`src/rtl/axi_line_master.sv`:
```
// rtl/axi_line_master.sv - cache line refill/writeback AXI burst master; LEVE_AXI_ERR_EN enables response error reporting
module axi_line_master #(
  parameter int BEATS = 4
) (
  input  logic                 CLK,
  input  logic                 RSTn,
  input  logic                 REQ_VALID,
  output logic                 REQ_READY,
  input  logic                 REQ_WE,
  input  logic [31:0]          REQ_ADDR,
  input  logic [128*BEATS-1:0] REQ_WDATA,
  output logic                 RSP_VALID,
  output logic [128*BEATS-1:0] RSP_RDATA,
  output logic                 RSP_ERR,
  output logic                 ARVALID,
  input  logic                 ARREADY,
  output logic [31:0]          ARADDR,
  output logic [7:0]           ARLEN,
  output logic [2:0]           ARSIZE,
  output logic [1:0]           ARBURST,
  input  logic                 RVALID,
  output logic                 RREADY,
  input  logic [127:0]         RDATA,
  input  logic [1:0]           RRESP,
  input  logic                 RLAST,
  output logic                 AWVALID,
  input  logic                 AWREADY,
  output logic [31:0]          AWADDR,
  output logic [7:0]           AWLEN,
  output logic [2:0]           AWSIZE,
  output logic [1:0]           AWBURST,
  output logic                 WVALID,
  input  logic                 WREADY,
  output logic [127:0]         WDATA,
  output logic [15:0]          WSTRB,
  output logic                 WLAST,
  input  logic                 BVALID,
  output logic                 BREADY,
  input  logic [1:0]           BRESP
);

  localparam int LINE_W = 128 * BEATS;
  localparam int CNT_W  = (BEATS > 1) ? $clog2(BEATS) : 1;
  // Byte offset bits within one line; cleared so bursts start on a line boundary.
  localparam logic [31:0]      OFFSET_MASK = 32'(16 * BEATS - 1);
  localparam logic [CNT_W-1:0] LAST_BEAT   = CNT_W'(BEATS - 1);

  typedef enum logic [2:0] {
    S_IDLE,
    S_AR,
    S_R,
    S_AW,
    S_W,
    S_B,
    S_RSP
  } state_t;

  state_t             state;
  state_t             state_nxt;
  logic [31:0]        addr_q;
  logic [LINE_W-1:0]  wdata_q;
  logic [LINE_W-1:0]  rdata_q;
  logic [CNT_W-1:0]   beat;
  logic               last_beat;
  logic               r_fire;
  logic               w_fire;

  assign last_beat = (beat == LAST_BEAT);
  assign r_fire    = RVALID & RREADY;
  assign w_fire    = WVALID & WREADY;

  // Burst shape is fixed: whole line, 16-byte beats, incrementing.
  assign ARADDR  = addr_q;
  assign ARLEN   = 8'(BEATS - 1);
  assign ARSIZE  = 3'b100;
  assign ARBURST = 2'b01;
  assign AWADDR  = addr_q;
  assign AWLEN   = 8'(BEATS - 1);
  assign AWSIZE  = 3'b100;
  assign AWBURST = 2'b01;
  assign WDATA   = wdata_q[{beat, 7'd0} +: 128];
  assign WSTRB   = 16'hFFFF;
  assign WLAST   = WVALID & last_beat;
  assign RSP_RDATA = rdata_q;

  // State register.
  always_ff @(posedge CLK) begin
    if (!RSTn) begin
      state <= S_IDLE;
    end else begin
      state <= state_nxt;
    end
  end

  // Next-state and handshake outputs; every valid/ready is a pure function of the state.
  always_comb begin
    state_nxt = state;
    REQ_READY = 1'b0;
    ARVALID   = 1'b0;
    RREADY    = 1'b0;
    AWVALID   = 1'b0;
    WVALID    = 1'b0;
    BREADY    = 1'b0;
    RSP_VALID = 1'b0;
    case (state)
      S_IDLE: begin
        REQ_READY = 1'b1;
        if (REQ_VALID) state_nxt = REQ_WE ? S_AW : S_AR;
      end
      S_AR: begin
        ARVALID = 1'b1;
        if (ARREADY) state_nxt = S_R;
      end
      S_R: begin
        RREADY = 1'b1;
        if (RVALID && last_beat) state_nxt = S_RSP;
      end
      S_AW: begin
        AWVALID = 1'b1;
        if (AWREADY) state_nxt = S_W;
      end
      S_W: begin
        WVALID = 1'b1;
        if (WREADY && last_beat) state_nxt = S_B;
      end
      S_B: begin
        BREADY = 1'b1;
        if (BVALID) state_nxt = S_RSP;
      end
      S_RSP: begin
        RSP_VALID = 1'b1;
        state_nxt = S_IDLE;
      end
      default: state_nxt = S_IDLE;
    endcase
  end

  // Capture the accepted request: line-aligned address and the writeback line.
  always_ff @(posedge CLK) begin
    if (!RSTn) begin
      addr_q <= '0;
    end else if (REQ_VALID && REQ_READY) begin
      addr_q  <= REQ_ADDR & ~OFFSET_MASK;
      wdata_q <= REQ_WDATA;
    end
  end

  // Beat counter: restarts on entry to a data phase, steps on each data handshake.
  always_ff @(posedge CLK) begin
    if (!RSTn) begin
      beat <= '0;
    end else if ((state != S_R && state_nxt == S_R) || (state != S_W && state_nxt == S_W)) begin
      beat <= '0;
    end else if (r_fire || w_fire) begin
      beat <= beat + 1'b1;
    end
  end

  // Refill assembly: each accepted read beat lands in its slice of the line.
  always_ff @(posedge CLK) begin
    if (!RSTn) begin
      rdata_q <= '0;
    end else if (r_fire) begin
      rdata_q[{beat, 7'd0} +: 128] <= RDATA;
    end
  end

`ifdef LEVE_AXI_ERR_EN
  logic err_q;

  // Sticky error across the burst; dropped once the response has been presented.
  always_ff @(posedge CLK) begin
    if (!RSTn) begin
      err_q <= 1'b0;
    end else if (state == S_RSP) begin
      err_q <= 1'b0;
    end else if (r_fire && (RRESP != 2'b00 || RLAST != last_beat)) begin
      err_q <= 1'b1;
    end else if (BVALID && BREADY && BRESP != 2'b00) begin
      err_q <= 1'b1;
    end
  end

  assign RSP_ERR = (state == S_RSP) & err_q;
`else
  logic unused_err_inputs;

  assign unused_err_inputs = ^{RRESP, RLAST, BRESP};
  assign RSP_ERR = 1'b0;
`endif

endmodule
```
`config.mk`:
```
export PLATFORM = sky130hd
export DESIGN_NAME = axi_line_master
export DESIGN_NICKNAME = d
export VERILOG_FILES = /design/src/rtl/axi_line_master.sv
export SDC_FILE = /design/constraint.sdc
export NUM_CORES = 2
export LEC_CHECK = 0
export ABC_AREA = 1
export CORE_AREA = 2 2 557 559
export CTS_BUF_LIST = sky130_fd_sc_hd__clkbuf_8
export DETAILED_ROUTE_END_ITERATION = 7
export DIE_AREA = 0 0 559 561
export DONT_BUFFER_PORTS = 1
export GPL_TIMING_DRIVEN = 0
export SLEW_MARGIN = 5
export SYNTH_ARGS = -nofsm -noshare
export SYNTH_HDL_FRONTEND = slang
export SYNTH_SLANG_ARGS = --single-unit
```
`constraint.sdc`:
```
create_clock -name CLK -period 50.8 [get_ports CLK]
set_clock_uncertainty 0.05 [all_clocks]
set_input_delay 2.54 -clock CLK [delete_from_list [all_inputs] [get_ports CLK]]
set_output_delay 2.54 -clock CLK [all_outputs]
set_load 0.02 [all_outputs]
```
==> impl_metrics.tcl <==
set metrics [dict create \
    final_common_cell "nor2_1" \
    yosysTopAreaCellShare 0.3558 \
    synth.cell_area_um2 43210 \
    wirelength_um 306000 \
    die_w_um 559 \
    yosysUniqueCellTypes 29 \
    synth.mux.area_fraction 0 \
    gp_congestion 1.008 \
    post_cts_buffers 0 \
    r2r_cells 13 \
    finalWorstSetupSlack_ns 42.65 \
    power.density_nw_per_um2 39.87 \
    fp.dieH_um 561 \
    status "finished, final reports clean" \
    met2WireLength_um 152400 \
    numCtsBuffers 195 \
    synthFlopType "dfxtp_1" \
    ys.warnings.count 0 \
    hold_path_class "reg2reg" \
    dp_slack_ns 43.22 \
    syn2layout_area_growth_pct 23.17 \
    path_clk_slew_ns 0.06 \
    synth_top_family_by_area "simple AND/OR/NAND/NOR gates" \
    hold-path-cell-count 2 \
    highest_layer "met5" \
    cp.required_ns 48.21 \
    hold_viol_final 0 \
    cts_resized 0 \
    cts_tree "yes" \
    async_flop_share 0 \
    finalCriticalPeriod_ns 8.154 \
    synth_xor_xnor_area_share 0 \
    routedWlPerCell_um 31.90 \
    nNetsFinal 5929 \
    core_area_um2 307600 \
    detailed_place_hpwl_um 250700 \
    synth-edff-count 512 \
    grt_max_degree 37 \
    finalPower_mw 2.122 \
    met1_length_um 102300 \
    met3_length_um 27300 \
    dieArea_um2 313600 \
    cp_data_arrival_time_ns 5.56 \
    drv_slew 0 \
    firstDrtPassIters 7 \
    rsz0062_at_grt "false" \
    track_usage 0.1866 \
    port_buffers 0 \
    fillers 34600 \
    regArea_um2 26250 \
    num_vias 37390 \
    via_per_inst 3.898 \
    start_util 0.1405 \
    ir_drop_mv 0.03020 \
    max_freq_mhz 122.6 \
    route.detailed.drc 0 \
    drive_above_1_share 0.1023 \
    grt_pass1_wl_um 379600 \
    clock_latency_ns 1.01 \
    crit_path_max_fanout 11 \
    worst_pin_slew_ns 1.458 \
    syn-instance-count 4965 \
    crit_type "reg2out" \
    grt_pass1_vias 35060 \
    gr-total-overflow 0 \
    finalCritPeriodShare 0.1605 \
    ys_top_cells_by_area "edfxtp_1 (36%), dfxtp_1 (25%), nor2_1 (8.5%), nand2_1 (8.4%), o21ai_0 (5.2%)" \
    end_kind "primary output" \
    final_cell_mix "nor2_1 (972), nand2_1 (964), dfxtp_1 (543)" \
    grt_antenna_before_repair 148 \
    ys_ff_latch 1055 \
    holdBufCountCts 0 \
    leakage_nw 18.72 \
    cp-start-kind "flip-flop" \
    multiInputGateArea_um2 13480 \
    synth-simple-area-share 0.2033 \
    synth_top_cell_by_area "edfxtp_1" \
    cts.sinks 1055 \
    synth_fa_ha_area_frac 0.001448 \
    ys_seq_area_frac 0.6074 \
    rows 204 \
    drt_iter0_markers 3197 \
    syn_area_per_cell_um2 8.703 \
    cts-htree-levels 4 \
    cap_violations 0 \
    ios 1441 \
    setup-tns-final_ns 0 \
    final-setup-viol-count 0 \
    synth-compound-area-share 0.09964 \
    slew_headroom 0.02777 \
    ant_nets 0 \
    clockRootBuffer "clkbuf_8" \
    clockBufferDepth 4 \
]
-- final cells by class --
cell class	count	area share
Inverter	411	0.02899
Clock buffer	221	0.05715
Timing Repair Buffer	23	0.009121
Tap cell	4120	0.09685
Sequential cell	1055	0.4931
Multi-Input combinational cell	3109	0.2532
Buffer	443	0.04269
Antenna cell	96	0.004514
Clock inverter	113	0.01436
-- where the power goes --
group / switching, mW / internal [mW] / leakage (nW) / total (mW)
Clock: 0.404 / 0.434 / 2.14 / 0.838
Combinational: 0.241 / 0.0545 / 7.47 / 0.296
Sequential: 0.0474 / 0.940 / 9.12 / 0.988
Total: 0.693 / 1.43 / 18.7 / 2.12
-- synthesized netlist by cell type, types with 2 or more instances --
master,count
conb_1,2
nor2_1,973
ha_1,5
edfxtp_1,512
nand4_1,25
buf_2,113
buf_6,14
dfxtp_1,543
inv_2,5
nand3_1,118
nand3_2,2
o21ai_1,7
o22ai_1,128
buf_4,94
o21ai_0,450
a21oi_1,242
nor3_1,133
inv_1,405
clkbuf_1,208
nand2_1,965
buf_1,13
-- worst paths after layout --
| kind | startpoint | end | slack, ns |
|---|---|---|---|
| hold reg to reg | RSP_RDATA[318]$_SDFFE_PN0P_ | RSP_RDATA[318]$_SDFFE_PN0P_ | 0.53 |
| hold / removal | RSP_RDATA[318]$_SDFFE_PN0P_ | RSP_RDATA[318]$_SDFFE_PN0P_ | 0.53 |
| setup reg to reg | beat[0]$_SDFFE_PP0P_ | RSP_RDATA[276]$_SDFFE_PN0P_ | 45.24 |
| setup / recovery | beat[0]$_SDFFE_PP0P_ | WDATA[108] | 42.65 |
-- registers in the layout (all words and copies together) (netlist names) --
register / flops
RSP_RDATA: 512
wdata_q: 512
ARADDR: 26
state: 3
beat: 2
-- critical path: stages (launching register included) --
cell and delay (ns):
dfxtp_1 0.37, buf_2 0.48, buf_2 0.80, buf_2 0.75, clkbuf_1 0.74, nor2_1 0.37
o22ai_1 0.99
-- metal layers --
| metal | track usage | vias to the layer above |
|---|---|---|
| met4 | 0.1234 | 38 |
| met3 | 0.06168 | 763 |
| li1 | - | 16710 |
| met1 | 0.1833 | 17490 |
| met2 | 0.3338 | 2388 |
| met5 | 0 | - |
-- metrics by stage --
step / instance area [µm²] / hold slack [ns] / utilization / cells
global placement: 48560 / 0.5144 / 0.1579 / 9138
floorplan: 43410 / 0.4913 / - / 5018
CTS: 52970 / 0.5287 / 0.1722 / 9495
finish: 53220 / 0.5280 / 0.1730 / 9591
global route: 53080 / 0.5409 / 0.1726 / 9535
detailed placement: 49170 / 0.5201 / 0.1599 / 9161
-- cell families (layout without fill, tap and decap cells) --
group           count (synthesis)  count (layout)
simple gates                 2221            2221
other cells                     2             151
flops                        1055            1055
compound gates                828             828
fa+ha+maj                       5               5
buf+inv                       854            1211
No activity file was read; power rests on OpenSTA's default activity.
